<file path="src/rtl/floating_div_param.sv">
// Iterative restoring floating-point divider: c = a / b, one quotient bit per cycle.
// Define FDIV_ROUND_EN for round-to-nearest-even; otherwise results are truncated.
module floating_div_param #(
    parameter int EXP_W = 8,
    parameter int MAN_W = 23
) (
    input  logic                 clk,
    input  logic                 rst,
    input  logic                 start,
    input  logic [EXP_W+MAN_W:0] a,
    input  logic [EXP_W+MAN_W:0] b,
    output logic [EXP_W+MAN_W:0] c,
    output logic                 complete,
    output logic                 busy,
    output logic                 ov,
    output logic                 dz
);
    localparam int W   = 1 + EXP_W + MAN_W;
    localparam int N   = MAN_W + 3;
    localparam int CW  = $clog2(N);
    localparam int EW2 = EXP_W + 2;
    localparam logic [EW2-1:0] BIAS  = EW2'((1 << (EXP_W - 1)) - 1);
    localparam logic [EW2-1:0] E_MAX = EW2'((1 << EXP_W) - 1);

    typedef enum logic [1:0] {IDLE, DIV, NORM, DONE} state_t;
    typedef enum logic [1:0] {CLS_NORMAL, CLS_ZERO, CLS_INF, CLS_INF_DZ} cls_t;

    state_t state, state_next;
    cls_t   cls, cls_in;

    logic                  sign;
    logic signed [EW2-1:0] exp_base;
    logic [MAN_W+1:0]      rem, rem_sub, rem_next;
    logic [MAN_W:0]        divisor;
    logic [N-1:0]          quo;
    logic [CW-1:0]         cnt;
    logic                  ge;

    logic [EXP_W-1:0] ea, eb;
    logic [MAN_W-1:0] ma, mb;
    logic             a_zero, a_inf, b_zero, b_inf;

    logic                  norm_shift, guard, sticky;
    logic [MAN_W-1:0]      mant, mant_fin;
    logic signed [EW2-1:0] exp_fin;
    logic [W-1:0]          res, inf_pat;
    logic                  res_ov, res_dz;
`ifdef FDIV_ROUND_EN
    logic round_up, carry;
`else
    logic unused_round;
    assign unused_round = guard ^ sticky;
`endif

    assign ea     = a[W-2 -: EXP_W];
    assign eb     = b[W-2 -: EXP_W];
    assign ma     = a[MAN_W-1:0];
    assign mb     = b[MAN_W-1:0];
    assign a_zero = (ea == '0);
    assign b_zero = (eb == '0);
    assign a_inf  = &ea;
    assign b_inf  = &eb;

    // Special-case priority: zero divisor dominates, then zero/inf dividend, then inf divisor.
    always_comb begin
        cls_in = CLS_NORMAL;
        if (b_zero)
            cls_in = CLS_INF_DZ;
        else if (a_zero)
            cls_in = CLS_ZERO;
        else if (a_inf)
            cls_in = CLS_INF;
        else if (b_inf)
            cls_in = CLS_ZERO;
    end

    always_ff @(posedge clk or posedge rst) begin
        if (rst)
            state <= IDLE;
        else
            state <= state_next;
    end

    always_comb begin
        state_next = state;
        complete   = 1'b0;
        busy       = 1'b1;
        case (state)
            IDLE: begin
                busy = 1'b0;
                if (start)
                    state_next = DIV;
            end
            DIV: begin
                if (cnt == CW'(N - 1))
                    state_next = NORM;
            end
            NORM: state_next = DONE;
            DONE: begin
                complete   = 1'b1;
                state_next = IDLE;
            end
            default: state_next = IDLE;
        endcase
    end

    always_comb begin
        rem_sub  = rem - {1'b0, divisor};
        ge       = (rem >= {1'b0, divisor});
        rem_next = ge ? (rem_sub << 1) : (rem << 1);
    end

    // Quotient lies in (0.5, 2): a clear integer bit means one extra shift.
    always_comb begin
        norm_shift = ~quo[N-1];
        if (quo[N-1]) begin
            mant   = quo[N-2:2];
            guard  = quo[1];
            sticky = quo[0] | (|rem);
        end else begin
            mant   = quo[N-3:1];
            guard  = quo[0];
            sticky = |rem;
        end
        exp_fin = exp_base - EW2'(norm_shift);
`ifdef FDIV_ROUND_EN
        round_up          = guard & (sticky | mant[0]);
        {carry, mant_fin} = {1'b0, mant} + {{MAN_W{1'b0}}, round_up};
        if (carry)
            exp_fin = exp_fin + EW2'(1);
`else
        mant_fin = mant;
`endif
    end

    always_comb begin
        inf_pat = {sign, {EXP_W{1'b1}}, {MAN_W{1'b0}}};
        res     = {sign, {(EXP_W + MAN_W){1'b0}}};
        res_ov  = 1'b0;
        res_dz  = 1'b0;
        case (cls)
            CLS_INF_DZ: begin
                res    = inf_pat;
                res_ov = 1'b1;
                res_dz = 1'b1;
            end
            CLS_INF: begin
                res    = inf_pat;
                res_ov = 1'b1;
            end
            CLS_ZERO: res = {sign, {(EXP_W + MAN_W){1'b0}}};
            default: begin
                if (!exp_fin[EW2-1] && (exp_fin >= E_MAX)) begin
                    res    = inf_pat;
                    res_ov = 1'b1;
                end else if (!exp_fin[EW2-1] && (exp_fin != '0)) begin
                    res = {sign, exp_fin[EXP_W-1:0], mant_fin};
                end
            end
        endcase
    end

    always_ff @(posedge clk or posedge rst) begin
        if (rst) begin
            sign     <= 1'b0;
            cls      <= CLS_NORMAL;
            exp_base <= '0;
            rem      <= '0;
            divisor  <= '0;
            quo      <= '0;
            cnt      <= '0;
            c        <= '0;
            ov       <= 1'b0;
            dz       <= 1'b0;
        end else begin
            case (state)
                IDLE: begin
                    if (start) begin
                        sign     <= a[W-1] ^ b[W-1];
                        cls      <= cls_in;
                        exp_base <= EW2'(ea) - EW2'(eb) + BIAS;
                        rem      <= {2'b01, ma};
                        divisor  <= {1'b1, mb};
                        quo      <= '0;
                        cnt      <= '0;
                    end
                end
                DIV: begin
                    rem <= rem_next;
                    quo <= {quo[N-2:0], ge};
                    cnt <= cnt + CW'(1);
                end
                NORM: begin
                    c  <= res;
                    ov <= res_ov;
                    dz <= res_dz;
                end
                default: ;
            endcase
        end
    end
endmodule

</file>
<file path="config.mk">
export PLATFORM = sky130hd
export DESIGN_NAME = floating_div_param
export DESIGN_NICKNAME = d
export VERILOG_FILES = /design/src/rtl/floating_div_param.sv
export SDC_FILE = /design/constraint.sdc
export NUM_CORES = 1
export LEC_CHECK = 0
export ABC_CLOCK_PERIOD_IN_PS = 4610
export CAP_MARGIN = 20
export CELL_PAD_IN_SITES_DETAIL_PLACEMENT = 1
export CELL_PAD_IN_SITES_GLOBAL_PLACEMENT = 1
export CORE_AREA = 2 2 99 196
export CTS_CLUSTER_DIAMETER = 80
export CTS_CLUSTER_SIZE = 12
export DETAILED_ROUTE_END_ITERATION = 10
export DIE_AREA = 0 0 101 198
export PLACE_DENSITY_LB_ADDON = 0.1
export SYNTH_ARGS = -nofsm -noshare
export SYNTH_HDL_FRONTEND = slang
export SYNTH_SLANG_ARGS = --single-unit
</file>
<file path="constraint.sdc">
create_clock -name clk -period 4.61 [get_ports clk]
set_clock_uncertainty 0.05 [all_clocks]
set_input_delay 0.461 -clock clk [delete_from_list [all_inputs] [get_ports clk]]
set_output_delay 0.461 -clock clk [all_outputs]
set_load 0.05 [all_outputs]
</file>
==> Yosys cells after proc, flatten, opt, wreduce, memory -nomap -nowiden <==
Index checks and enable logic that the tools add are counted.
{ "classes": {"add_sub_neg": 5, "mul": 0, "div_mod_pow": 0, "order_cmp": 2, "eq_ne": 9, "n_shift": 0, "n_mux": 23, "bitwise": 2, "reduce_logical": 14} }
{ "ops": {"columns": ["operator", "n"], "rows": [
  ["two-way mux 31 bit", 2],
  ["case mux 31 bit (2 select lines)", 1],
  ["case mux 26 bit (2 select lines)", 1],
  ["two-way mux 25 bit", 2],
  ["case mux 25 bit (2 select lines)", 1],
  ["two-way mux 26 bit", 1],
  ["greater-or-equal comparator 25 x 24 -> 1 bit", 1],
  ["subtractor 24 bit", 1],
  ["two-way mux 23 bit", 1],
  ["logical NOT 8 bit", 2],
  ["AND reduction 8 bit", 2],
  ["adder 9 x 8 -> 10 bit (second input constant)", 1],
  ["greater-or-equal comparator 10 x 8 -> 1 bit (second input constant)", 1],
  ["two-way mux 2 bit", 5],
  ["case mux 5 bit (2 select lines)", 1],
  ["nonzero test 10 bit", 1],
  ["subtractor 10 x 1 -> 10 bit", 1],
  ["subtractor 8 x 8 -> 9 bit", 1],
  ["equality test 2 bit (second input constant)", 4],
  ["case mux 2 bit (4 select lines)", 1],
  ["AND reduction 2 bit", 3],
  ["adder 5 x 1 -> 5 bit (second input constant)", 1],
  ["equality test 5 bit (second input constant)", 1],
  ["two-way mux 1 bit", 5],
  ["other kinds (11)", 14]
]} }
{ "word_totals": {"reg_bits": 129, "latch_bits": 0, "ram_bits": 0, "romBits": 0, "input_bits": 67, "output_inout_bits": 36, "elab_cells": 66, "memories": 0} }

==> Logic depth before layout (Yosys ltp) <==
{ "logic_depth": {"depth_word": 7, "mapped_depth": 16, "ltp_nobuf": 12} }

==> Worst setup path before layout <==
OpenSTA, ideal clock, no wires.
{ "synth_path": {"kind": "flip-flop to flip-flop", "from": "reg quo[25]", "to": "reg c[10]", "setup_ns": 0.135, "arrival_ns": 3.045, "t_required_ns": 4.425, "slack_ns": 1.380, "path_stages_with_launch": 17, "path_buffers": 4, "synth_period_minus_slack_ns": 3.230, "cell_sequence": "dfrtp_1 > clkbuf_1 > clkbuf_1 > inv_1 > ha_1 > ha_1 > nor3b_1 > xor2_1 > nand4b_1 > nor3_2 > and3_1 > o22ai_1 > a21oi_1 > or2_1 > buf_2 > buf_4 > o22ai_1"} }
{ "synth_between": {"elab_chain_len": 7, "elab_cells_between_ends": 11, "classes_between": "add/sub: 1; order compare: 1; mux: 4; bitwise: 1; reduce/logical: 4"} }
{ "synth_rtl": {"columns": ["element", "line_no", "source"], "rows": [
  ["start: declaration", "35", "logic [N-1:0] quo;"],
  ["start signal: assignment", "190", "quo <= {quo[N-2:0], ge};"],
  ["parallel branches: the longest is 5 deep, another holds subtractor 10 x 1 -> 10 bit", null, null],
  ["two-way mux 31 bit (*)", "153", "if (!exp_fin[EW2-1] && (exp_fin >= E_MAX)) begin"],
  ["case mux 31 bit (2 select lines) (*)", "141", "case (cls)"],
  ["end signal: assignment", "194", "c <= res;"],
  ["end: declaration", "12", "output logic [EXP_W+MAN_W:0] c,"]
]} }
Mark *: on every way between the ends.
A chain may end at the register's enable or synchronous reset.

==> Worst setup path in the final report <==
{ "layout_path": {"from": "reg rem[3]", "to": "reg rem[19]"} }
{ "layout_between": {"elab_chain_len": 3, "elab_cells_between_ends": 4, "classes_between": "add/sub: 1; order compare: 1; mux: 2"} }
{ "layout_rtl": {"columns": ["element", "line_no", "source"], "rows": [
  ["start: declaration", "33", "logic [MAN_W+1:0] rem, rem_sub, rem_next;"],
  ["start signal: assignment", "182", "rem <= {2'b01, ma};"],
  ["start signal: assignment", "189", "rem <= rem_next;"],
  ["subtractor 24 bit / greater-or-equal comparator 25 x 24 -> 1 bit (equally long branches)", "108, 109", null],
  ["two-way mux 25 bit (*)", "110", "rem_next = ge ? (rem_sub << 1) : (rem << 1);"],
  ["case mux 25 bit (2 select lines) (*)", "176", "case (state)"]
]} }
Every way passes the cells marked *; elsewhere a longest branch is shown, timed or not.

==> flow_metrics.tcl <==
set metrics [dict create \
    outcome "completed" \
    post_cts_resize_count 0 \
    number_of_buffers_created_by_cts 17 \
    synth.yosys.warnings 0 \
    yosys-mux-area-fraction_pct 4.39 \
    worst-endpoint-arrival_ns 3.86 \
    timing.critical_path.to_type "flip-flop" \
    power-per-cell-area_nw_per_um2 769 \
    cts_root_buffer "clkbuf_16" \
    routedWlPerCell_um 17.7 \
    cts.path.max_buffers 2 \
    grt_util_all_layers_pct 22.8 \
    synth_fa_ha_area_share_pct 7.26 \
    timing.critical_path.slowest_cell_delay_ns 0.75 \
    pin_count 103 \
    grt_setup_unrepaired "no" \
    maximum_clock_frequency_mhz 278 \
    synthesis.area_um2 7610 \
    rows 71 \
    worst-endpoint-required_ns 4.88 \
    met3RoutedLength_um 404 \
    die-height_um 198 \
    route.top_layer_used "met4" \
    cp_max_fo 20 \
    worst_path_max_delay_cell "o31ai_4" \
    layout.nets 1079 \
    first_pass_grt_wire_length_mm 35.7 \
    final_antenna_net_count 0 \
    drt_pre_antenna_iters 4 \
    starting_utilization_of_the_core_area_pct 40.8 \
    yosysSeqAreaShare_pct 42.4 \
    finalCriticalPeriod_ns 3.59 \
    final-hold-violation-count 0 \
    final-max-slew-violation-count 0 \
    synth_simple_gate_area_share_pct 17.5 \
    setup.reg_to_reg.worst_slack_ns 1.02 \
    synth.avg_cell_area_um2 8.63 \
    clock_sinks 129 \
    vdd.ir_drop.worst_mv 0.466 \
    criticalPathCategory "flip-flop to flip-flop" \
    path_cells "ha_1, a21o_1, a21oi_1, o21ai_1, a21oi_1, a21oi_1, o31ai_4, buf_4, or2_2, inv_1, a221o_1" \
    synth_cell_types 58 \
    grt-ovfl-total 0 \
    core_region_area_um2 18700 \
    antenna_violations_before_repair 0 \
    buffer_ports.inserted 102 \
    crit_path_frequent_cell "a21oi_1" \
    clkLatencyLatePin_ns 0.43 \
    finalWeightedCongestion 0.851 \
    wirelength_mm 21.3 \
    synth-xor-area-share_pct 4.03 \
    cap_viol_max_count 0 \
    min-delay-path-class "flip-flop to flip-flop" \
    synth_top_family_by_area "compound AO/OA/AOI/OAI gates" \
    dr_wl_met2_mm 12.1 \
    path_clk_slew_ns 0.06 \
    hpwlAfterDp_mm 15.2 \
    worstPathBufferInverterCount 2 \
    grt_start_max_net_pins 130 \
    synth_edf_count 0 \
    area_overhead_vs_synth_pct 24.2 \
    drc 0 \
    die_x_um 101 \
    final_clock_period_utilization_by_the_worst_path_pct 78.0 \
    post_cts.repair.setup_buffers 0 \
    num_vias 6575 \
    timing.max_slew.rel_slack_pct 42.9 \
    ys_async_sr_fraction_pct 100 \
    setup_tns_ns 0 \
    vias_per_cell 5.47 \
    share_of_layout_cells_above_drive_strength_1_pct 6.31 \
    netlist_instances 882 \
    leakage_power_summed_over_all_cells_nw 4.20 \
    timing.final.setup_violations 0 \
    synth_compound_area_share_pct 17.9 \
    detailedRoute.firstIterationViolations 159 \
    die_area_um2 20000 \
    post_synth_net_total 992 \
    m1WireLength_mm 8.24 \
    worst_setup_path_start_kind "flip-flop" \
    ctsHoldBuffers 0 \
    worstMarginPinSlew_ns 0.856 \
    ys_ff_latch 129 \
    clock_tree_from_tritoncts "built" \
    cts_max_level 4 \
    p_total_mw 7.27 \
    synth_top_flop_cell "dfrtp_1" \
    num_antenna_cells 0 \
    grt_pass1_vias 7097 \
    cpLargestDelayFamily "compound AO/OA/AOI/OAI gates" \
]
[worst paths after layout]
path | start | end | depth (start not counted)
worst max-delay path | rem[3]$_DFFE_PP0P_ | rem[19]$_DFFE_PP0P_ | 11
worst min-delay path | divisor[23]$_DFFE_PP0P_ | divisor[23]$_DFFE_PP0P_ | 2
worst max register to register | rem[3]$_DFFE_PP0P_ | rem[19]$_DFFE_PP0P_ | 11
worst min register to register | divisor[23]$_DFFE_PP0P_ | divisor[23]$_DFFE_PP0P_ | 2
max in group asynchronous | rst | cls[0]$_DFFE_PP0P_ | 3
min in group asynchronous | rst | quo[16]$_DFFE_PP0P_ | 3
[worst reg2reg max path: stages, from the launching register on]
cell	delay [ns]
dfrtp_1	0.40
ha_1	0.38
a21o_1	0.19
a21oi_1	0.14
o21ai_1	0.14
a21oi_1	0.27
a21oi_1	0.16
o31ai_4	0.75
buf_4	0.40
or2_2	0.25
inv_1	0.07
a221o_1	0.29
[flip-flops by register name, summed over array words and instances (netlist names)]
| register | count |
|---|---|
| divisor | 24 |
| ov | 1 |
| cls | 2 |
| quo | 26 |
| sign | 1 |
| cnt | 5 |
| c | 32 |
| exp_base | 10 |
| dz | 1 |
| rem | 25 |
| state | 2 |
[through the flow]
step	worst slack, ns	area, um^2	hold slack (ns)	cells	util, %
4_1_cts	1.00	9460	0.413	1201	50.7
3_3_place_gp	1.13	8860	0.380	1169	47.5
2_1_floorplan	0.658	7610	0.368	882	-
6_report	1.02	9460	0.404	1201	50.7
3_5_place_dp	1.02	8860	0.397	1169	47.5
5_1_grt	0.830	9460	0.448	1201	50.7
[cell type report]
class                   instances  area [um^2]
fillers                      2203         9200
multi-input cells             625         3940
flip-flops and latches        129         3230
repair buffers                110         1090
clock buffers                  20          467
inverters                      86          325
well taps                     219          274
clock inverters                12          133
[per-layer routing]
layer  vias to the layer above  global-route usage (%)
met5                         -                       0
met1                      3248                    24.4
met2                        91                    43.9
met3                        29                    4.45
met4                         0                    6.91
li1                       3207                       -
[cell usage after synthesis, drive strengths merged (3+ instances only)]
master,n,area (um^2)
o21ai,64,324
o21a,6,45.0
clkbuf,34,128
nor3b,3,27.5
a21o,15,113
dfrtp,129,3230
mux2,3,33.8
a21oi,39,195
and3,8,50.1
nand4,10,62.6
mux2i,30,300
or3,4,25.0
xor2,11,96.3
a21boi,4,30.0
a211oi,16,120
nand2,128,480
nand2b,3,18.8
xnor2,24,210
and2,3,18.8
a31oi,9,56.3
nor3,11,70.1
a2bb2oi,3,26.3
inv,86,323
o31ai,10,75.1
nor2b,8,50.1
o22ai,32,200
o21bai,3,22.5
nor4,7,43.8
nand3,35,175
buf,8,45.0
ha,41,513
nor2,69,259
or2,5,31.3
[layout by cell type, fill, tap and decap left out, types with 30 or more instances in the layout]
cell / instances
ha_1: 40
inv_1: 84
a21oi_1: 38
mux2i_1: 30
nand2_1: 128
o21ai_0: 61
dfrtp_1: 129
o22ai_1: 32
nor2_1: 68
nand3_1: 35
clkdlybuf4s50_1: 102
[where the power goes]
group,switching (mW),internal [mW],leakage [nW],total [mW]
logic,2.61,1.57,2.27,4.17
registers,0.243,1.48,1.65,1.72
clock network,0.536,0.839,0.288,1.37
[kinds of logic after synthesis]
group                      count (synthesis)
DFF                                      129
and+or+nand+nor                          297
adders and majority gates                 43
buffers and inverters                    128
xor gates and xnor gates                  35
muxes                                     33
AOI/OAI and AO/OA                        217
(Power assumes the default switching activity.)
